--- config.mk ---
export PLATFORM = sky130hd
export DESIGN_NAME = free_tag_pool
export DESIGN_NICKNAME = d
export VERILOG_FILES = /design/src/rtl/free_tag_pool.sv
export SDC_FILE = /design/constraint.sdc
export NUM_CORES = 2
export LEC_CHECK = 0
export BUFFER_PORTS_ARGS = -buffer_cell sky130_fd_sc_hd__buf_2
export CORE_MARGIN = 2
export CORE_UTILIZATION = 50
export DETAILED_ROUTE_END_ITERATION = 10
export PLACE_DENSITY = 0.76
export SLEW_MARGIN = 40
export SYNTH_ARGS = -nofsm -noshare
export SYNTH_HDL_FRONTEND = slang
export SYNTH_SLANG_ARGS = --single-unit
--- constraint.sdc ---
create_clock -name clk -period 31.8 [get_ports clk]
set_input_delay 3.18 -clock clk [delete_from_list [all_inputs] [get_ports clk]]
set_output_delay 3.18 -clock clk [all_outputs]
set_load 0.01 [all_outputs]
--- src/rtl/free_tag_pool.sv ---
// Free physical-tag pool for register renaming.
// Holds the physical tags that are not currently mapped. The tags live in a
// circular FIFO. A bitmap records which tags are in the pool, so a tag that
// is returned twice can be detected and dropped. Rename takes tags from the
// head of the FIFO. ROB retirement returns up to two tags per cycle, which
// are written at the tail.
module free_tag_pool #(
    parameter logic [6:0] NUM_TAGS       = 7'd64,
    parameter logic [6:0] INIT_FREE_BASE = 7'd32
) (
    input  logic       clk,
    input  logic       rst,
    input  logic       alloc_req,
    input  logic [5:0] freed_tag_1,
    input  logic [5:0] freed_tag_2,
    output logic       alloc_valid,
    output logic [5:0] alloc_tag,
    output logic [6:0] free_count,
    output logic       err_underflow,
    output logic       err_double_free
);

    localparam int DEPTH = int'(NUM_TAGS);
    localparam int NINIT = int'(NUM_TAGS) - int'(INIT_FREE_BASE);

    logic [5:0]       fifo [DEPTH];
    logic [5:0]       head;
    logic [5:0]       tail;
    logic [6:0]       count;
    logic [DEPTH-1:0] in_pool;

    logic             alloc_done;
    logic             acc1;
    logic             acc2;
    logic             dup;
    logic             dbl_free;
    logic [1:0]       acc_cnt;
    logic [5:0]       slot2;
    logic [5:0]       tail_next;
    logic [6:0]       count_next;
    logic [DEPTH-1:0] pool_next;

    // Head of the pool is presented straight from registered state (no bypass)
    always_comb begin
        alloc_valid = (count != 7'd0);
        alloc_tag   = alloc_valid ? fifo[head] : 6'd0;
        free_count  = count;
    end

    // Decide which returned tags are accepted and derive the next pointers and bitmap
    always_comb begin
        alloc_done = alloc_req && alloc_valid;
        dup        = (freed_tag_2 != 6'd0) && (freed_tag_2 == freed_tag_1);
        // A tag that is handed out this very cycle may come straight back.
        acc1 = (freed_tag_1 != 6'd0) &&
               (!in_pool[freed_tag_1] || (alloc_done && freed_tag_1 == alloc_tag));
        acc2 = (freed_tag_2 != 6'd0) && !dup &&
               (!in_pool[freed_tag_2] || (alloc_done && freed_tag_2 == alloc_tag));
        dbl_free = ((freed_tag_1 != 6'd0) && !acc1) ||
                   ((freed_tag_2 != 6'd0) && !dup && !acc2) ||
                   dup;
        acc_cnt    = {1'b0, acc1} + {1'b0, acc2};
        // A lone accepted second tag takes the tail slot itself.
        slot2      = tail + {5'd0, acc1};
        tail_next  = tail + {4'd0, acc_cnt};
        count_next = count + {5'd0, acc_cnt} - {6'd0, alloc_done};
        pool_next  = in_pool;
        // Clear before set, so a tag re-freed in its allocation cycle stays present.
        if (alloc_done) pool_next[alloc_tag] = 1'b0;
        if (acc1)       pool_next[freed_tag_1] = 1'b1;
        if (acc2)       pool_next[freed_tag_2] = 1'b1;
        pool_next[0] = 1'b0;
    end

    // Tag storage: preloaded with the initially free tags, then written at the tail
    always_ff @(posedge clk or posedge rst) begin
        if (rst) begin
            for (int i = 0; i < DEPTH; i++) begin
                fifo[i] <= (i < NINIT) ? 6'(int'(INIT_FREE_BASE) + i) : 6'd0;
            end
        end else begin
            if (acc1) fifo[tail]  <= freed_tag_1;
            if (acc2) fifo[slot2] <= freed_tag_2;
        end
    end

    // Pointers, occupancy, membership bitmap and sticky error flags
    always_ff @(posedge clk or posedge rst) begin
        if (rst) begin
            head            <= 6'd0;
            tail            <= 6'(NINIT);
            count           <= 7'(NINIT);
            err_underflow   <= 1'b0;
            err_double_free <= 1'b0;
            for (int i = 0; i < DEPTH; i++) begin
                in_pool[i] <= (i >= int'(INIT_FREE_BASE));
            end
        end else begin
            if (alloc_done) head <= head + 6'd1;
            tail    <= tail_next;
            count   <= count_next;
            in_pool <= pool_next;
            if (alloc_req && !alloc_valid) err_underflow   <= 1'b1;
            if (dbl_free)                  err_double_free <= 1'b1;
        end
    end

endmodule
==> results by group <==
Clocking
  • Clock buffer depth: 3
  • Post_cts resized: 0
  • CTS tree: done
  • Postcts setup bufs: 0
  • Inserted Clock Buffers: 51
  • Htree depth: 2
  • Clock latency at the later pin of the worst-skew pair: 0.63 ns
  • Cts hold-fix bufs: 0
  • CTS Root Cell: clkbuf_16
  • Clock-pin slew on the worst setup and hold paths: 0.06 ns
  • Clock sinks: 468

Yosys
  • Register bit count reported by yosys: ~470
  • Mean Syn Cell Area: 10.7 um2
  • Cells after Synth: 2,708
  • Number of enable flip-flop cells after synthesis: 0
  • Ranking of synthesized cells by area: dfrtp_1, dfstp_2, mux2_2
  • Share of Yosys cell area claimed by the top area cell type: 0.279
  • Most common cell in the synthesized netlist: dfrtp_1
  • Synth Cell Area: 28,900 um2
  • Yosys warns: 0
  • FFs w/ async S/R, synth: 1.00
  • Post-synthesis cell type count: 80
  • Post-synthesis net count: 2,741
  • Synth Flop Type: dfrtp_1
  • Biggest area consumer among synthesized cells: dfrtp_1
  • Most frequent cells after synthesis: dfrtp_1, o21ai_0, mux2i_1, mux2_2, nand2_1
  • Sequential fraction of the synthesis area: 0.412

Route
  • DR vias/cell: 7.51
  • Drt wl/cell: ~33 um
  • Total Routed Length: 112,000 um
  • 1st-iter DRT viols: 3,908
  • Vias: 25.5k
  • First-pass DRT Iterations: 9
  • Post-route DRC: 0
  • Final ANT Viol Nets: 0

Die
  • Area of the die: 59,700 um2
  • FP Rows: 88
  • Die width: 244 um
  • Std-Cell Core Area: roughly 57,000 um2
  • Die Height: ~240 um
  • IO Count: 31
  • Initial Util: 0.503

Worst setup path
  • Critical path class: in2reg
  • Worst Setup Start Kind: input port
  • Slowest-stage cell, CP: nor2b_1
  • Worst reg2reg path startpoint: head[0]
  • CP Max Fanout: 40
  • RR Endpoint: fifo[348]
  • Critical Path, Cell by Cell: buf_2 -> buf_4 -> mux2_2 -> a221o_1 -> a222oi_1 -> o22a_1 -> o2111ai_1 -> o31a_2 -> nor2_1 -> ha_1 -> ha_1 -> xor2_1 -> nand2_1 -> nor3_1 -> nor2b_1 -> mux2_1
  • Cell mode on critical path: ha_1
  • R2R setup slack: 23.89 ns
  • Largest stage delay, worst path: roughly 0.7 ns
  • Critical path arrival: 9.00 ns
  • Crit path buf inv count: 2
  • Req. time, crit path: about 32 ns
  • Crit. End Element: flop
  • Worst path top cell family by delay: simple AND/OR/NAND/NOR gates
  • Worst R2R Path Depth: 17

Global routing
  • GR Overflow Total: 0
  • Initial antenna violation count: 3
  • Global Route Usage Sum: 0.370
  • Pin count of the biggest net entering global routing: 161
  • Vias in the first global route: 25.0k
  • First-pass GRT wire length: 166,000 um

Timing
  • Clock Skews: 0.0275 ns
  • Worst slew pin tran: 0.920 ns
  • RSZ-0062 raised after global routing: false
  • Setup ws final: 23.36 ns
  • Final setup violation count: 0
  • Setup TNS: 0 ns
  • Final Cycle Share: 0.266
  • Fin. max-slew vios: 0
  • Final min period: 8.44 ns
  • Worst-case hold slack: 0.457 ns
  • FMAX: 118 MHz
  • Final hold violation count: 0
  • Rel. slew slack: 0.382

Placed design
  • GPL Wtd Cong: 1.07
  • HPWL reported at the end of detailed placement: 74,800 um
  • Dpl ws: 22.82 ns
  • Placed cell areas: 29,300 um2
  • I/O Buffers: 30

Pwr
  • Pwr per Cell Area: 113 nW/um2
  • Leakage power: 12.9 nW
  • Worst vdd ir: 0.0612 mV

Cells and area
  • Final Net Count: 2,626
  • Share of cells above drive strength 1: 0.252
  • Fillers: around 4.9k
  • Storage cell area: 11,900 um2
  • Area growth syn-to-layout: 7.94%
  • ANT cells: 0
  • Fin area: 31,200 um2
  • Multi-input gate area: 15,800 um2

Min path
  • Endpoint, Worst Hold: err_underflow
  • Hold-critical path depth: 1
  • Path category of the worst min-delay check: reg2reg
  • HP Start: err_underflow

Job
  • MaxCap Viol Count: 0

Outcome
  • Outcome: finished, final reports clean
==> per-layer routing <==
layer / GRT usage / up-vias / part of all wire
li1: - / 10200 / -
met1: 0.481 / 12800 / 0.37
met2: 0.544 / 2081 / 0.42
met3: 0.124 / 495 / 0.14
met4: 0.203 / 2 / 0.067
met5: 0 / - / 0.00014
==> state kept, by name, indices dropped and copies added (netlist names) <==
| name | cells |
|---|---|
| free_count | 7 |
| err_double_free | 1 |
| in_pool | 63 |
| fifo | 384 |
| head | 6 |
| err_underflow | 1 |
| tail | 6 |
==> kinds of logic after synthesis <==
group                    synth area share
multiplexers                        0.228
AO/OA/AOI/OAI                       0.204
adder cells (fa/ha/maj)           0.00831
XOR/XNOR                          0.00818
buffers and inverters              0.0455
flip-flops                          0.412
AND/OR/NAND/NOR                    0.0950
==> cell type report <==
class                      count  share of cell area
sequential                   468               0.382
clock inverter                18             0.00846
clock buffer                  78              0.0477
tap                          765              0.0307
multi-input combinational   1940               0.506
timing repair buffer          82              0.0195
inverter                      50             0.00654
==> cells in the final DEF, fill, tap and decap left out, types with 17 or more instances in the layout <==
cell type	n
a21oi_1	31
a22o_1	22
a22oi_1	24
a2bb2oi_1	145
a32oi_1	19
buf_2	29
buf_4	44
clkbuf_1	17
clkbuf_16	52
dfrtp_1	318
dfstp_2	146
inv_1	44
mux2_2	221
mux2i_1	229
mux4_2	78
nand2_1	180
nand3_1	97
nand4_1	36
nor2_1	79
o21a_1	17
o21ai_0	266
o21ai_1	18
o221ai_1	60
o22ai_1	24
o2bb2ai_1	90
or3_1	37
xnor2_1	17
==> worst reg2reg max path: stages, from the launching register on <==
cell,delay (ns)
dfrtp_4,0.66
buf_12,0.32
buf_6,0.55
mux4_2,0.71
a22o_1,0.31
nor4b_1,0.68
nor3_1,0.18
o21ai_0,0.23
o2111ai_1,0.25
o31a_2,0.37
nor2_1,0.53
ha_1,0.38
ha_1,0.46
xor2_1,0.34
nand2_1,0.15
nor3_1,0.66
nor2b_1,0.70
mux2_1,0.39
==> power breakdown <==
part	internal, W	switching (W)
logic	0.000694	0.00106
clock network	0.000372	0.000263
registers	0.000920	0.000217
total	0.00199	0.00154
==> per-stage QoR <==
stage / cells / util / power [W]
2_1_floorplan: 2708 / - / 0.00225
3_3_place_gp: 3300 / 0.509 / 0.00273
3_5_place_dp: 3301 / 0.510 / 0.00279
4_1_cts: 3397 / 0.541 / 0.00343
5_1_grt: 3401 / 0.543 / 0.00365
6_report: 3401 / 0.543 / 0.00353
==> worst max-delay path by stage <==
stage | from | to | slack [ns] | cells past startpoint
2_1_floorplan | rst | err_double_free | 15.81 | 1
3_3_place_gp | freed_tag_2[2] | free_count[6] | 22.86 | 26
3_5_place_dp | freed_tag_2[2] | free_count[6] | 22.82 | 26
4_1_cts | freed_tag_2[2] | free_count[6] | 23.45 | 26
5_1_grt | freed_tag_2[2] | free_count[6] | 23.23 | 26
6_report | freed_tag_1[2] | fifo[348] | 23.36 | 16
(Power assumes the default switching activity.)
